--- src/rtl/ctrl_pipe_exc.sv ---
// Control-bundle pipeline for the MIPS core: per-stage stall/flush with bubbles,
// sticky exception tracking, and precise exception commit at EXC_STAGE.
module ctrl_pipe_exc #(
  parameter int unsigned CW        = 16,
  parameter int unsigned STAGES    = 4,
  parameter int unsigned PC_W      = 32,
  parameter int unsigned EXC_STAGE = 2,
  parameter int unsigned CNT_W     = 8
) (
  input  logic                    clk,
  input  logic                    rst,
  input  logic [STAGES-1:0]       stall,
  input  logic [STAGES-1:0]       flush,
  input  logic                    in_valid,
  input  logic [CW-1:0]           in_ctrl,
  input  logic [PC_W-1:0]         in_pc,
  input  logic                    in_ds,
  input  logic [STAGES-1:0]       exc_set,
  input  logic [5*STAGES-1:0]     exc_code,
  output logic [STAGES-1:0]       valid_q,
  output logic [CW*STAGES-1:0]    ctrl_q,
  output logic [PC_W*STAGES-1:0]  pc_q,
  output logic [STAGES-1:0]       ds_q,
  output logic                    exc_take,
  output logic [4:0]              exc_code_o,
  output logic [PC_W-1:0]         exc_epc,
  output logic                    exc_bd,
  output logic [CNT_W-1:0]        exc_cnt
);

  localparam int unsigned EW = 5;

  typedef struct packed {
    logic            valid;
    logic [CW-1:0]   ctrl;
    logic [PC_W-1:0] pc;
    logic            ds;
    logic            exc;
    logic [EW-1:0]   code;
  } stage_t;

  stage_t           stg_q [STAGES];
  logic             exc_kill;
  logic             eff_exc_c;
  logic [EW-1:0]    eff_code_c;
  logic [CNT_W-1:0] cnt_q, cnt_d;

  assign exc_kill = exc_take;

  for (genvar s = 0; s < STAGES; s++) begin : g_stage
    localparam bit KILLABLE = (s <= EXC_STAGE);

    stage_t st_d, st_q, load_c;
    logic   bubble_c;
    logic   own_det_c;

    if (s == 0) begin : g_head
      assign bubble_c = 1'b0;
      // Stage 0 loads the decoder inputs; an absent instruction becomes a zeroed bubble.
      always_comb begin
        load_c = '0;
        if (in_valid) begin
          load_c.valid = 1'b1;
          load_c.ctrl  = in_ctrl;
          load_c.pc    = in_pc;
          load_c.ds    = in_ds;
        end
      end
    end else begin : g_body
      localparam bit PREV_KILLABLE = ((s - 1) <= EXC_STAGE);
      stage_t prev;
      logic   det_c;

      assign prev     = stg_q[s-1];
      assign bubble_c = stall[s-1] | (exc_kill & PREV_KILLABLE);
      assign det_c    = exc_set[s-1] & prev.valid & PREV_KILLABLE;

      // Oldest detection keeps its code as the instruction advances.
      always_comb begin
        load_c     = prev;
        load_c.exc = prev.exc | det_c;
        if (!prev.exc) begin
          load_c.code = det_c ? exc_code[EW*(s-1) +: EW] : '0;
        end
      end
    end

    assign own_det_c = exc_set[s] & st_q.valid & KILLABLE;

    always_comb begin
      st_d = st_q;
      if (exc_kill && KILLABLE) begin
        st_d = '0;
      end else if (flush[s]) begin
        st_d = '0;
      end else if (stall[s]) begin
        if (own_det_c && !st_q.exc) begin
          st_d.exc  = 1'b1;
          st_d.code = exc_code[EW*s +: EW];
        end
      end else if (bubble_c) begin
        st_d = '0;
      end else begin
        st_d = load_c;
      end
    end

    always_ff @(posedge clk) begin
      if (!rst) begin
        st_q <= '0;
      end else begin
        st_q <= st_d;
      end
    end

    assign stg_q[s]             = st_q;
    assign valid_q[s]           = st_q.valid;
    assign ctrl_q[CW*s +: CW]   = st_q.ctrl;
    assign pc_q[PC_W*s +: PC_W] = st_q.pc;
    assign ds_q[s]              = st_q.ds;
  end

  // Commit: same-cycle detection at the commit stage counts, sticky code wins.
  always_comb begin
    eff_exc_c  = stg_q[EXC_STAGE].exc | exc_set[EXC_STAGE];
    eff_code_c = stg_q[EXC_STAGE].exc ? stg_q[EXC_STAGE].code
                                      : exc_code[EW*EXC_STAGE +: EW];
    exc_take   = 1'b0;
    exc_code_o = '0;
    exc_epc    = '0;
    exc_bd     = 1'b0;
    if (stg_q[EXC_STAGE].valid && eff_exc_c) begin
      exc_take   = 1'b1;
      exc_code_o = eff_code_c;
      exc_bd     = stg_q[EXC_STAGE].ds;
      exc_epc    = stg_q[EXC_STAGE].ds ? (stg_q[EXC_STAGE].pc - PC_W'(4))
                                       : stg_q[EXC_STAGE].pc;
    end
  end

  always_comb begin
    cnt_d = cnt_q;
    if (exc_take && (cnt_q != {CNT_W{1'b1}})) begin
      cnt_d = cnt_q + CNT_W'(1);
    end
  end

  always_ff @(posedge clk) begin
    if (!rst) begin
      cnt_q <= '0;
    end else begin
      cnt_q <= cnt_d;
    end
  end

  assign exc_cnt = cnt_q;

  // Detection bits beyond the commit stage and the last stage's sticky state are intentionally dropped.
  logic unused_sink;
  assign unused_sink = ^{exc_set, exc_code, stg_q[STAGES-1].exc, stg_q[STAGES-1].code,
                         stg_q[EXC_STAGE].ctrl};

endmodule

--- config.mk ---
export PLATFORM = sky130hd
export DESIGN_NAME = ctrl_pipe_exc
export DESIGN_NICKNAME = d
export VERILOG_FILES = /design/src/rtl/ctrl_pipe_exc.sv
export SDC_FILE = /design/constraint.sdc
export NUM_CORES = 1
export LEC_CHECK = 0
export ABC_AREA = 1
export BUFFER_PORTS_ARGS = -buffer_cell sky130_fd_sc_hd__buf_2
export CAP_MARGIN = 40
export CORE_MARGIN = 1.5
export CORE_UTILIZATION = 40
export CTS_CLUSTER_SIZE = 25
export DETAILED_ROUTE_END_ITERATION = 12
export HOLD_SLACK_MARGIN = 0.08
export MAX_ROUTING_LAYER = met4
export PLACE_DENSITY = 0.65
export SLEW_MARGIN = 20
export SYNTH_ARGS = -nofsm -noshare
export SYNTH_HDL_FRONTEND = slang
export SYNTH_SLANG_ARGS = --single-unit
--- constraint.sdc ---
create_clock -name clk -period 2.3 [get_ports clk]
set_input_delay 0.345 -clock clk [delete_from_list [all_inputs] [get_ports clk]]
set_output_delay 0.345 -clock clk [all_outputs]
set_load 0.01 [all_outputs]
Word-level counts from Yosys, hierarchy flattened:

Index checks and enable logic that the tools add are counted.

* output and inout port bits: 247
* RAM bits: 0
* register bits: 226
* input bits: 84
* memories: 0
* memory bits (read-only): 0
* bits in latches: 0
* logic and storage cells: 73

* reduce and logical (&&, ||, !) cells: 13
* bitwise logic cells: 12
* magnitude comparators: 0
* equality and inequality tests: 3
* muxes and demuxes: 20
* $add $sub $neg: 2
* divide/modulo/power cells: 0
* multipliers: 0
* shift operators: 0

Operator list (count)
* 2-to-1 mux 56 bit: 3
* 2-to-1 mux 32 bit: 2
* 2-to-1 mux 50 bit: 1
* 2-to-1 mux 5 bit: 8
* subtractor 32 x 3 -> 32 bit, second input constant: 1
* 2-to-1 mux 6 bit: 4
* OR reduction 3 bit: 3
* adder 8 x 1 -> 8 bit, second input constant: 1
* != test 8 bit, second input constant: 1
* OR 1 bit: 7
* logical AND 1 bit: 5
* != test 2 x 1 -> 1 bit, second input constant: 2
* OR reduction 4 bit: 1
* AND 1 bit: 3
* logical NOT 1 bit: 3
* 2-to-1 mux 1 bit: 2
* inverter 1 bit: 2
* OR reduction 2 bit: 1

Depth between registers and ports, before layout:

Gate-level depths: netlist of run 1.

* word-level depth: 6
* depth in mapped cells: 11
* mapped depth without buffers: 11

Worst setup path before layout of run 1:

OpenSTA, ideal clock, no wires.

* path type: reg-to-output
* start point: reg g_stage[2].st_q, in the netlist pc_q[66]
* end point: out exc_epc[30]
* buffers on the path: 0
* stages on the path, launching flop included: 11
* slack: 0.475 ns
* required time: 1.955 ns
* data arrival time: 1.480 ns
* cell sequence: dfxtp_1 > inv_1 > ha_1 > nand2_1 > inv_1 > nand3_1 > nor3_2 > nand3_1 > nand2_1 > nand2_1 > nor2_1

* word-level cells in the longest chain between the ends: 3

RTL lines
* from (decl): RTL line 53 `stage_t st_d, st_q, load_c;`
* from (signal assigned): RTL line 112 `st_q <= st_d;`
* subtractor 32 x 3 -> 32 bit: RTL line 136 `exc_epc = stg_q[EXC_STAGE].ds ? (stg_q[EXC_STAGE].pc - PC_W'(4))`
* 2-to-1 mux 32 bit: RTL line 136
* 2-to-1 mux 32 bit: RTL line 132 `if (stg_q[EXC_STAGE].valid && eff_exc_c) begin`
* to (decl): RTL line 26 `output logic [PC_W-1:0] exc_epc,`

No other way between the ends.

Worst setup path in the final report of run 1:

* start point: reg g_stage[2].st_q, in the netlist pc_q[70]
* end point: out exc_epc[18]

Same word-level chain as after synthesis.

==> summary.md, run 1 <==
| Metric | Value |
|---|---|
| Reg2reg path depth | 7 |
| Longest Clk Path Bufs | 3 |
| Placed Cells | 1934 |
| Largest net degree at the start of global routing | 79 |
| Final min period | 2390 ps |
| Int Pwr | 6.85 mW |
| # clock sinks | 226 |
| Die width | 165 um |
| Cell depth of the worst setup path | 9 |
| Sequential share of power | 45.1% |
| Gpl congestion | 0.916 |
| Cells after Synth | 1474 |
| Root buf cell | clkbuf_16 |
| Syn Nets | 1560 |
| F_max | 418 MHz |
| Avg WL per Cell | 15.8 um |
| #FFs+latches synth | 226 |
| Final setup vio count | 18 |
| Switching power | 2.01 mW |
| CP peak stage delay | 390 ps |
| Post-synth EDFFs | 0 |
| IO buf count | 324 |
| Starting Density | 40.5% |
| HPWL after detailed placement | 22.6 mm |
| Share of layout cells above drive strength 1 | 28.3% |
| Sw frac | 22.7% |
| DRC viols | 0 |
| Sequential fraction of the synthesis area | 43.1% |
| First-pass GRT wire length | 49.0 mm |
| WP buf/inv | 2 |
| Final #Nets | 1779 |
| Final worst slack | -91.4 ps |
| Die ar. | 27200 um2 |
| Worst reg2reg path startpoint | g_stage[2].st_q[5] |
| Vias in the first global route | 9019 |
| DP Worst Slack | 127 ps |
| Clk slew on worst S/H paths | 60 ps |
| CP Capture Type | primary output |
| Vias per cell | 4.97 |
| Combinational Power Share | 6.3% |
| Max FO, Critical Path | 8 |
| Synth cell count leaders | nand2_1, dfxtp_1, a21oi_1, buf_4, nand3_1 |
| Num CTS Buffers | 26 |
| Chip Height | 165 um |
| Ports | 331 |
| Startpoint types | register |
| Critical path endpoint | exc_epc[18] |
| Post-route insts no fill | 2050 |
| R2r setup slk | 370 ps |
| VDD IR max | 0.000622 V |
| Main flop type after synthesis | dfxtp_1 |
| Power share of the clock group | 48.6% |
| DR pass1 iterations | 6 |
| Pleak | 5.95 nW |
| Post-synth top area share | 43.1% |
| Post-synth ARST share | 0% |
| Mean Syn Cell Area | 7.12 um2 |
| Slew Limit Headroom | 55.2% |
| H-Tree Depth | 1 |
| Distinct cells, synth | 29 |
| Initial antenna violation count | 3 |
| Most numerous cell in the Yosys netlist | nand2_1 |
| Critical path origin | pc_q[70] |
| RSZ-0062 raised after global routing | yes |
| Req. time, crit path | 1960 ps |
| Setup TNS | -808 ps |
| Family with the most delay on the worst path | simple AND/OR/NAND/NOR gates |
| P&R area growth vs syn | 25.9% |
| Slew Viols, Final | 0 |
| Arr. time, crit path | 2050 ps |
| Later-pin clock latency in the skew report | 530 ps |
| Max Clock Skew | 14.5 ps |
| Total power | 8.86 mW |
| GRT Util Overall | 23.4% |
| Failing checks | negative setup slack |
| CORE AREA | 25900 um2 |
| DRT antenna net count | 0 |
| Via count | 10192 |
| CTS tree | yes |
| Syn Std Cell Area | 10500 um2 |
| Total routed wirelength | 32.4 mm |
| Fin crit share | 104% |
| Total congestion overflow | 0 |
| Final Hold Viols | 0 |
| Status | finished, violations left |
| Fin util | 50.9% |
| Crit Reg-Reg Endpoint | g_stage[1].st_q[5] |
| Fillers | 2489 |
| Pwr Density | 671 nW/um2 |
| Initial DRC Count | 693 |
| Number of core rows | 59 |
| Crit path cell chain | nor2_2 -> nand3_4 -> nor3_2 -> buf_4 -> nand2_1 -> nand2_1 -> nand2_2 -> nor2_2 -> buf_2 |
| Synth warnings | 0 |
| Synth area leader | dfxtp_1 |
| Tightest Pin Transition | 673 ps |
| Worst min path class | primary input to register |
| Max Cap Viol | 0 |
| Largest cells by area after synthesis | dfxtp_1, nand2_1, buf_4, a21oi_1, nand3_1 |
| WS Path Type | register to primary output |
| CP max stage cell | dfxtp_1 |
[flip-flops by register name, summed over array words and instances, names as in the netlist]
register / count
ctrl_q: 64
ds_q: 4
exc_cnt: 8
g_stage.st_q: 18
pc_q: 128
valid_q: 4
[kinds of logic after synthesis]
| group | share of synthesized area [%] |
|---|---|
| compound gates | 15.5 |
| xor+xnor | 0.334 |
| fa+ha+maj | 0.239 |
| buf+inv | 18.3 |
| flops | 43.1 |
| simple gates | 22.5 |
[cell usage in the layout, fill, tap and decap left out, types with 6 or more instances in the layout]
cell and instances:
dfxtp_1 219, buf_4 41, buf_12 6, clkbuf_16 27, o21ai_1 53, buf_2 324
clkbuf_8 6, clkbuf_1 6, nand2_1 320, dlygate4sd3_1 52, nor3_1 9, nor3_2 6
a21oi_1 186, inv_2 6, nor2_1 55, inv_1 112, nor2_2 14, nor2_4 10
o21ai_0 72, nand3_1 122, nand2_2 6
[repair_timing]
action                                  CTS  global route
endpoints found under the setup margin   25            24
pin swaps                                21            11
endpoints found under the hold margin    52             0
hold buffers                             52             0
setup buffers                             7             6
resized for setup                        62            18
[power groups by stage]
stage               Sequential (mW)  Combinational [mW]  Clock, mW
floorplan                      4.09               0.286          0
finish                         3.99               0.562       4.30
CTS                            3.99               0.561       4.40
global placement               4.08               0.482          0
global route                   4.00               0.616       4.58
detailed placement             4.08               0.491          0
[worst min-delay path by stage]
stage	start	to	slack (ps)	cells past startpoint
finish	in_pc[13]	pc_q[13]	100	3
global route	in_pc[13]	pc_q[13]	90	3
CTS	in_pc[13]	pc_q[13]	80	3
detailed placement	g_stage[0].st_q[1]	g_stage[0].st_q[1]	460	2
global placement	g_stage[0].st_q[4]	g_stage[0].st_q[4]	450	2
floorplan	g_stage[0].st_q[4]	g_stage[0].st_q[4]	440	2
[through the flow]
| stage | cell area, um2 | hold WS (ps) |
|---|---|---|
| after global routing | 13200 | 89.2 |
| after CTS | 13100 | 80.9 |
| after global placement | 11400 | 449 |
| after floorplan | 10500 | 441 |
| after detailed placement | 11400 | 457 |
| final | 13200 | 104 |
[worst min-delay path: cells and delay by family]
family | cells | cell delay [ps]
buffers and inverters | 2 | 170
AOI/OAI and AO/OA | 1 | 60
[layout make-up]
class                   instances  area (um2)  area share [%]
repair buffers                425        2590            19.6
clock inverters                 7         118           0.891
diodes                          4        10.0          0.0758
inverters                     121         462            3.50
multi-input cells             893        4280            32.4
flip-flops and latches        226        4540            34.4
clock buffers                  39         781            5.91
well taps                     335         419            3.18
[per-layer routing]
metal  global-route usage [%]  part of all wire (%)  wire length, um  vias up
met4                     8.15                   3.2             1030        0
met3                     4.29                   6.3             2060       74
met5                        -                     0                0        -
met1                     29.4                    44            14300     4652
li1                         -                     -                -     5076
met2                     37.5                    46            15000      390
Note: power is estimated with default switching activity, not from simulation.
==> run 2, diff against run 1 <==
- CTS_BUF_LIST: not set -> sky130_fd_sc_hd__clkbuf_2 sky130_fd_sc_hd__clkbuf_4 sky130_fd_sc_hd__clkbuf_8
==> run 2 against run 1 <==
  * The flow still finishes with violations (negative setup slack)
  * Count of clock-buffer cells in the layout up 21
  * Final cell count up 1.2%
  * Non-clock buffer count up 4
  * Via count up 1.1%
  * Utilization about the same
  * Die area unchanged
  * Cell area about the same
  * Largest cell class unchanged
==> summary.md, run 2 (synthesis results as in run 1) <==
| Metric | Value |
|---|---|
| R2r setup slk | 340 ps (-30 ps) |
| Largest register FFs | 128 (unchanged) |
| Final worst slack | -137 ps (-45.7 ps) |
| Clk slew on worst S/H paths | 60 ps (about the same) |
| Worst reg2reg path startpoint | g_stage[2].st_q[5] |
| Total congestion overflow | 0 (unchanged) |
| Critical path endpoint | exc_epc[31] |
| Gpl congestion | 0.916 (unchanged) |
| Sequential share of power | 48.2% (+3.1 points) |
| Met2 wire len | 15.3 mm (+2.1%) |
| Largest net degree at the start of global routing | 79 (unchanged) |
| Fin util | 51.0% (about the same) |
| Pleak | 5.96 nW (+0.27%) |
| Switching power | 2.01 mW (about the same) |
| Fillers | 2523 (+1.4%) |
| Total routed wirelength | 32.9 mm (+1.5%) |
| Slew Viols, Final | 0 (unchanged) |
| Power share of the clock group | 45.0% (-3.6 points) |
| Hold Crit Start | in_pc[11] |
| IO buf count | 324 (unchanged) |
| Status | finished, violations left |
| Num CTS Buffers | 41 (+58%) |
| Startpoint types | register |
| GRT Util Overall | 23.7% (+0.32 points) |
| Critical path origin | pc_q[80] |
| Wl on met1 | 14.1 mm (-1.5%) |
| Share of layout cells above drive strength 1 | 30.2% (+2.0 points) |
| # clock sinks | 226 (unchanged) |
| Fin crit share | 106% (+2.0 points) |
| CP peak stage delay | 370 ps (-20 ps) |
| Failing checks | negative setup slack |
| Max FO, Critical Path | 6 (-2) |
| Root buf cell | clkbuf_8 |
| Reg2reg path depth | 7 (unchanged) |
| Worst min path class | primary input to register |
| Max Clock Skew | 16.9 ps (+2.32 ps) |
| CORE AREA | 25900 um2 (unchanged) |
| DRC viols | 0 (unchanged) |
| Avg WL per Cell | 15.9 um (+0.32%) |
| P&R area growth vs syn | 25.9% (about the same) |
| Crit Reg-Reg Endpoint | g_stage[1].st_q[5] |
| Initial DRC Count | 646 (-6.8%) |
| CTS tree | yes |
| F_max | 410 MHz (-1.9%) |
| Chip Height | 165 um (unchanged) |
| Max Cap Viol | 0 (unchanged) |
| Number of core rows | 59 (unchanged) |
| DR top layer | met4 |
| VDD IR max | 0.000397 V (-36%) |
| Die ar. | 27200 um2 (unchanged) |
| Commonest non-fill, non-tap cell in the layout | buf_2 |
| CP max stage cell | dfxtp_1 |
| First-pass GRT wire length | 49.5 mm (+0.92%) |
| DRT antenna net count | 0 (unchanged) |
| Slew Limit Headroom | 55.1% (-0.070 points) |
| H-Tree Depth | 2 (+1) |
| Vias in the first global route | 9183 (+1.8%) |
| Ports | 331 (unchanged) |
| Crit path cell chain | inv_1 -> nand2_1 -> nor2_1 -> nand3_2 -> nor2_2 -> nand2_1 -> nand2_1 -> nand2_1 -> nor2_2 -> buf_2 |
| Final min period | 2440 ps (+45.7 ps) |
| Die width | 165 um (unchanged) |
| CP Capture Type | primary output |
| Final #Nets | 1798 (+1.1%) |
| Final Hold Viols | 0 (unchanged) |
| Setup TNS | -864 ps (-56.2 ps) |
| Starting Density | 40.5% (unchanged) |
| DP Worst Slack | 127 ps (unchanged) |
| Initial antenna violation count | 3 (unchanged) |
| Tightest Pin Transition | 674 ps (+1.05 ps) |
| Combinational Power Share | 6.8% (+0.5 points) |
| Most frequent cells in the layout | buf_2, nand2_1, dfxtp_1 |
| Longest Clk Path Bufs | 3 (unchanged) |
| Met3 wire len | 2.44 mm (+19%) |
| HPWL after detailed placement | 22.6 mm (unchanged) |
| Req. time, crit path | 1960 ps (about the same) |
| Sw frac | 24.2% (+1.6 points) |
| Later-pin clock latency in the skew report | 530 ps (about the same) |
| WS Path Type | register to primary output |
| RSZ-0062 raised after global routing | yes |
| Arr. time, crit path | 2090 ps (+40 ps) |
| Pwr Density | 628 nW/um2 (-6.4%) |
| Final setup vio count | 19 (+1) |
| Int Pwr | 6.28 mW (-8.3%) |
| Via count | 10308 (+1.1%) |
| Most used cell, CP | nand2_1 |
| Vias per cell | 4.97 (about the same) |
| DR pass1 iterations | 5 (-1) |
-- run 2: cell type report --
cell class | instances | area, um2 | area share [%]
diodes | 4 | 10.0 | 0.0758
clock buffers | 60 | 719 | 5.45
clock inverters | 7 | 62.6 | 0.474
inverters | 121 | 464 | 3.51
multi-input cells | 893 | 4350 | 33.0
flip-flops and latches | 226 | 4540 | 34.4
well taps | 335 | 419 | 3.17
repair buffers | 429 | 2640 | 20.0
-- run 2: per-layer routing --
| layer | GRT usage (%) | vias up |
|---|---|---|
| met2 | 38.1 | 412 |
| met3 | 4.92 | 91 |
| li1 | - | 5114 |
| met1 | 29.1 | 4691 |
| met4 | 9.21 | 0 |
| met5 | - | - |
-- run 2: metrics by stage --
step	total power [mW]	cell area (um2)	std cells	hold slack, ps
4_1_cts	8.40	13000	2061	81.6
6_report	8.29	13200	2075	117
2_1_floorplan	4.37	10500	1474	441
3_5_place_dp	4.57	11400	1934	457
3_3_place_gp	4.56	11400	1933	449
5_1_grt	8.65	13200	2074	103
-- run 2: worst min-delay path by stage --
stage	endpoint	slack (ps)	depth (start not counted)
after global placement	g_stage[0].st_q[4]	450	2
final	pc_q[11]	120	3
after global routing	pc_q[11]	100	3
after floorplan	g_stage[0].st_q[4]	440	2
after detailed placement	g_stage[0].st_q[1]	460	2
after CTS	pc_q[11]	80	3
-- run 2: power groups by stage --
stage	Combinational, mW	Sequential, mW	Clock (mW)
after floorplan	0.286	4.09	0
after global placement	0.482	4.08	0
after detailed placement	0.491	4.08	0
after CTS	0.563	4.00	3.84
after global routing	0.618	4.00	4.03
final	0.566	4.00	3.73
-- run 2: timing repair --
action                                  CTS  global route
hold buffers                             53             0
endpoints found under the hold margin    54             0
pin swaps                                19            20
endpoints found under the setup margin   25            25
setup buffers                             7             9
resized for setup                        62            43
-- run 2: worst max-delay path: cells and delay by family, from the launching register on --
kind | cells | cell delay (ps)
and+or+nand+nor | 8 | 920
DFF | 1 | 370
buffers and inverters | 2 | 270
==> run 3, diff against run 2 <==
- PLACE_DENSITY: 0.65 -> 0.68
- SETUP_SLACK_MARGIN: not set -> 0.2
- clock period: 2.3 -> 2.15 ns (I/O delays scaled with it)
==> run 3 against run 2 <==
  * The run still ends with negative setup slack left
  * Utilization increased by 4.0 points
  * Sequential power increased by 6.8%
  * Final cell count increased by 1.7%
  * Critical path depth decreased by 1
  * Count of clock-buffer cells in the layout increased by 7
  * Power increased by 12%
  * Worst hold slack improved by 18 ps
  * Register-to-register slack got worse by 260 ps
==> summary.md, run 3 (synthesis results as in run 1) <==
| Metric | Value |
|---|---|
| CP peak stage delay | 360 ps (about the same) |
| CP Capture Type | primary output |
| Slew Viols, Final | 0 (unchanged) |
| Fin crit share | 111% |
| CORE AREA | 25900 um2 (unchanged) |
| Arr. time, crit path | 2060 ps (-30 ps) |
| Later-pin clock latency in the skew report | 530 ps (about the same) |
| Post-route cell area | 14300 um2 (+7.9%) |
| IO buf count | 324 (unchanged) |
| Sequential share of power | 46.1% (-2.1 points) |
| Pwr Density | 649 nW/um2 (+3.4%) |
| Req. time, crit path | 1830 ps (-130 ps) |
| Int Pwr | 7.03 mW (+12%) |
| Die ar. | 27200 um2 (unchanged) |
| DRT antenna net count | 0 (unchanged) |
| Failing checks | negative setup slack |
| F_max | 419 MHz |
| Tightest Pin Transition | 660 ps (-13.9 ps) |
| Switching power | 2.22 mW (+11%) |
| Commonest non-fill, non-tap cell in the layout | buf_2 |
| Multi-input gate area | 4870 um2 (+12%) |
| Status | finished, violations left |
| Max FO, Critical Path | 7 (+1) |
| Longest Clk Path Bufs | 3 (unchanged) |
| Combinational Power Share | 7.1% (+0.3 points) |
| Ports | 331 (unchanged) |
| R2r setup slk | 80 ps (-260 ps) |
| H-Tree Depth | 2 (unchanged) |
| DP Area | 11400 um2 (about the same) |
| P&R area growth vs syn | 35.9% |
| Final min period | 2380 ps |
| Avg WL per Cell | 16.7 um (+5.2%) |
| Chip Height | 165 um (unchanged) |
| Most used cell, CP | nand2_1 |
| Startpoint types | register |
| First-pass GRT wire length | 51.1 mm (+3.2%) |
| GRT Util Overall | 24.6% (+0.85 points) |
| Initial DRC Count | 744 (+15%) |
| DR pass1 iterations | 5 (unchanged) |
| HPWL after detailed placement | 22.9 mm (+1.4%) |
| CP max stage cell | dfxtp_2 |
| Vias in the first global route | 9696 (+5.6%) |
| Slew Limit Headroom | 56.0% (+0.93 points) |
| Sw frac | 24.0% (-0.18 points) |
| WS Path Type | register to primary output |
| Initial antenna violation count | 5 (+2) |
| WP buf/inv | 3 (+1) |
| Number of core rows | 59 (unchanged) |
| Total congestion overflow | 0 (unchanged) |
| Max Cap Viol | 0 (unchanged) |
| Family with the most delay on the worst path | simple AND/OR/NAND/NOR gates |
| Largest register FFs | 128 (unchanged) |
| DP Worst Slack | 98.3 ps (-28.8 ps) |
| Gpl congestion | 0.863 (-5.8%) |
| Largest net degree at the start of global routing | 81 (+2.5%) |
| Power share of the clock group | 46.7% (+1.7 points) |
| Pleak | 6.26 nW (+5.0%) |
| Hold Slack | 136 ps (+18.4 ps) |
| Die width | 165 um (unchanged) |
| Vias per cell | 5.04 (+1.4%) |
| # clock sinks | 226 (unchanged) |
| Worst min path class | primary input to register |
| Fillers | 2440 (-3.3%) |
| Final worst slack | -235 ps (-97.7 ps) |
| VDD IR max | 0.000453 V (+14%) |
| RSZ-0062 raised after global routing | yes |
| Register area | 4570 um2 (+0.61%) |
| Total routed wirelength | 35.2 mm (+7.0%) |
| Clk slew on worst S/H paths | 60 ps (about the same) |
| DRC viols | 0 (unchanged) |
| Max Clock Skew | 15.7 ps (-1.20 ps) |
| Share of layout cells above drive strength 1 | 36.6% (+6.3 points) |
| Num CTS Buffers | 41 (unchanged) |
| Starting Density | 40.5% (unchanged) |
| Final setup vio count | 23 (+4) |
| Final Hold Viols | 0 (unchanged) |
| Most frequent cells in the layout | buf_2, nand2_1, dfxtp_1 |
| Via count | 10631 (+3.1%) |
| Root buf cell | clkbuf_8 |
| CTS tree | yes |
| Final #Nets | 1825 (+1.5%) |
| Crit path cell chain | nor2_1 -> inv_1 -> nor3_4 -> buf_6 -> nand2_1 -> nand2_1 -> nand2_1 -> nor2_2 -> buf_2 |
## run 3: changes by cell type in the layout (fill, tap and decap cells not counted), sizes merged
cell,change
buf,+22
clkbuf,+9
dlygate4sd3,+2
bufbuf,+1
clkinvlp,+1
diode,+1
inv,-1
## run 3: cell type report
class | count | area share (%)
diodes | 5 | 0.0878
flip-flops and latches | 226 | 32.0
well taps | 335 | 2.94
repair buffers | 456 | 21.1
inverters | 121 | 3.37
multi-input cells | 893 | 34.2
clock inverters | 7 | 0.439
clock buffers | 67 | 5.81
## run 3: stage by stage
step	TNS, ps	util (%)	std cells	power, mW
2_1_floorplan	0	-	1474	4.68
6_report	-3100	55.0	2110	9.25
3_3_place_gp	0	44.1	1936	4.89
4_1_cts	-3290	51.5	2091	9.32
5_1_grt	-6050	55.0	2110	9.64
3_5_place_dp	0	44.1	1937	4.90
## run 3: worst paths after layout
check                     startpoint                  to  cells past startpoint
setup / recovery            pc_q[72]         exc_epc[18]                      9
hold / removal              flush[0]          ctrl_q[14]                      4
setup reg to reg  g_stage[2].st_q[5]          ctrl_q[32]                      9
hold reg to reg   g_stage[0].st_q[2]  g_stage[0].st_q[2]                      2
## run 3: repair_timing
item	4_1_cts	5_1_grt
pin swaps	12	53
endpoints found under the setup margin	37	38
setup buffers	24	11
gates cloned	1	3
endpoints found under the hold margin	57	0
hold buffers	55	0
gates resized for setup	93	166
## run 3: per-layer routing
metal / vias up / track usage [%] / wire (um)
met1: 4902 / 29.6 / 14600
met2: 449 / 40.3 / 16900
met5: - / - / 0
met4: 0 / 10.0 / 1300
met3: 101 / 4.47 / 2400
li1: 5179 / - / -
## run 3: power by group through the flow
| stage | sequential, mW | combinational [mW] | clock (mW) |
|---|---|---|---|
| finish | 4.27 | 0.660 | 4.32 |
| global placement | 4.37 | 0.523 | 0 |
| detailed placement | 4.37 | 0.533 | 0 |
| CTS | 4.27 | 0.614 | 4.44 |
| global route | 4.27 | 0.715 | 4.66 |
| floorplan | 4.37 | 0.306 | 0 |
## run 3: worst min-delay path: stages
cell and delay, ps:
buf_2 110, nor3_4 70, nand3_1 60, o21ai_1 50
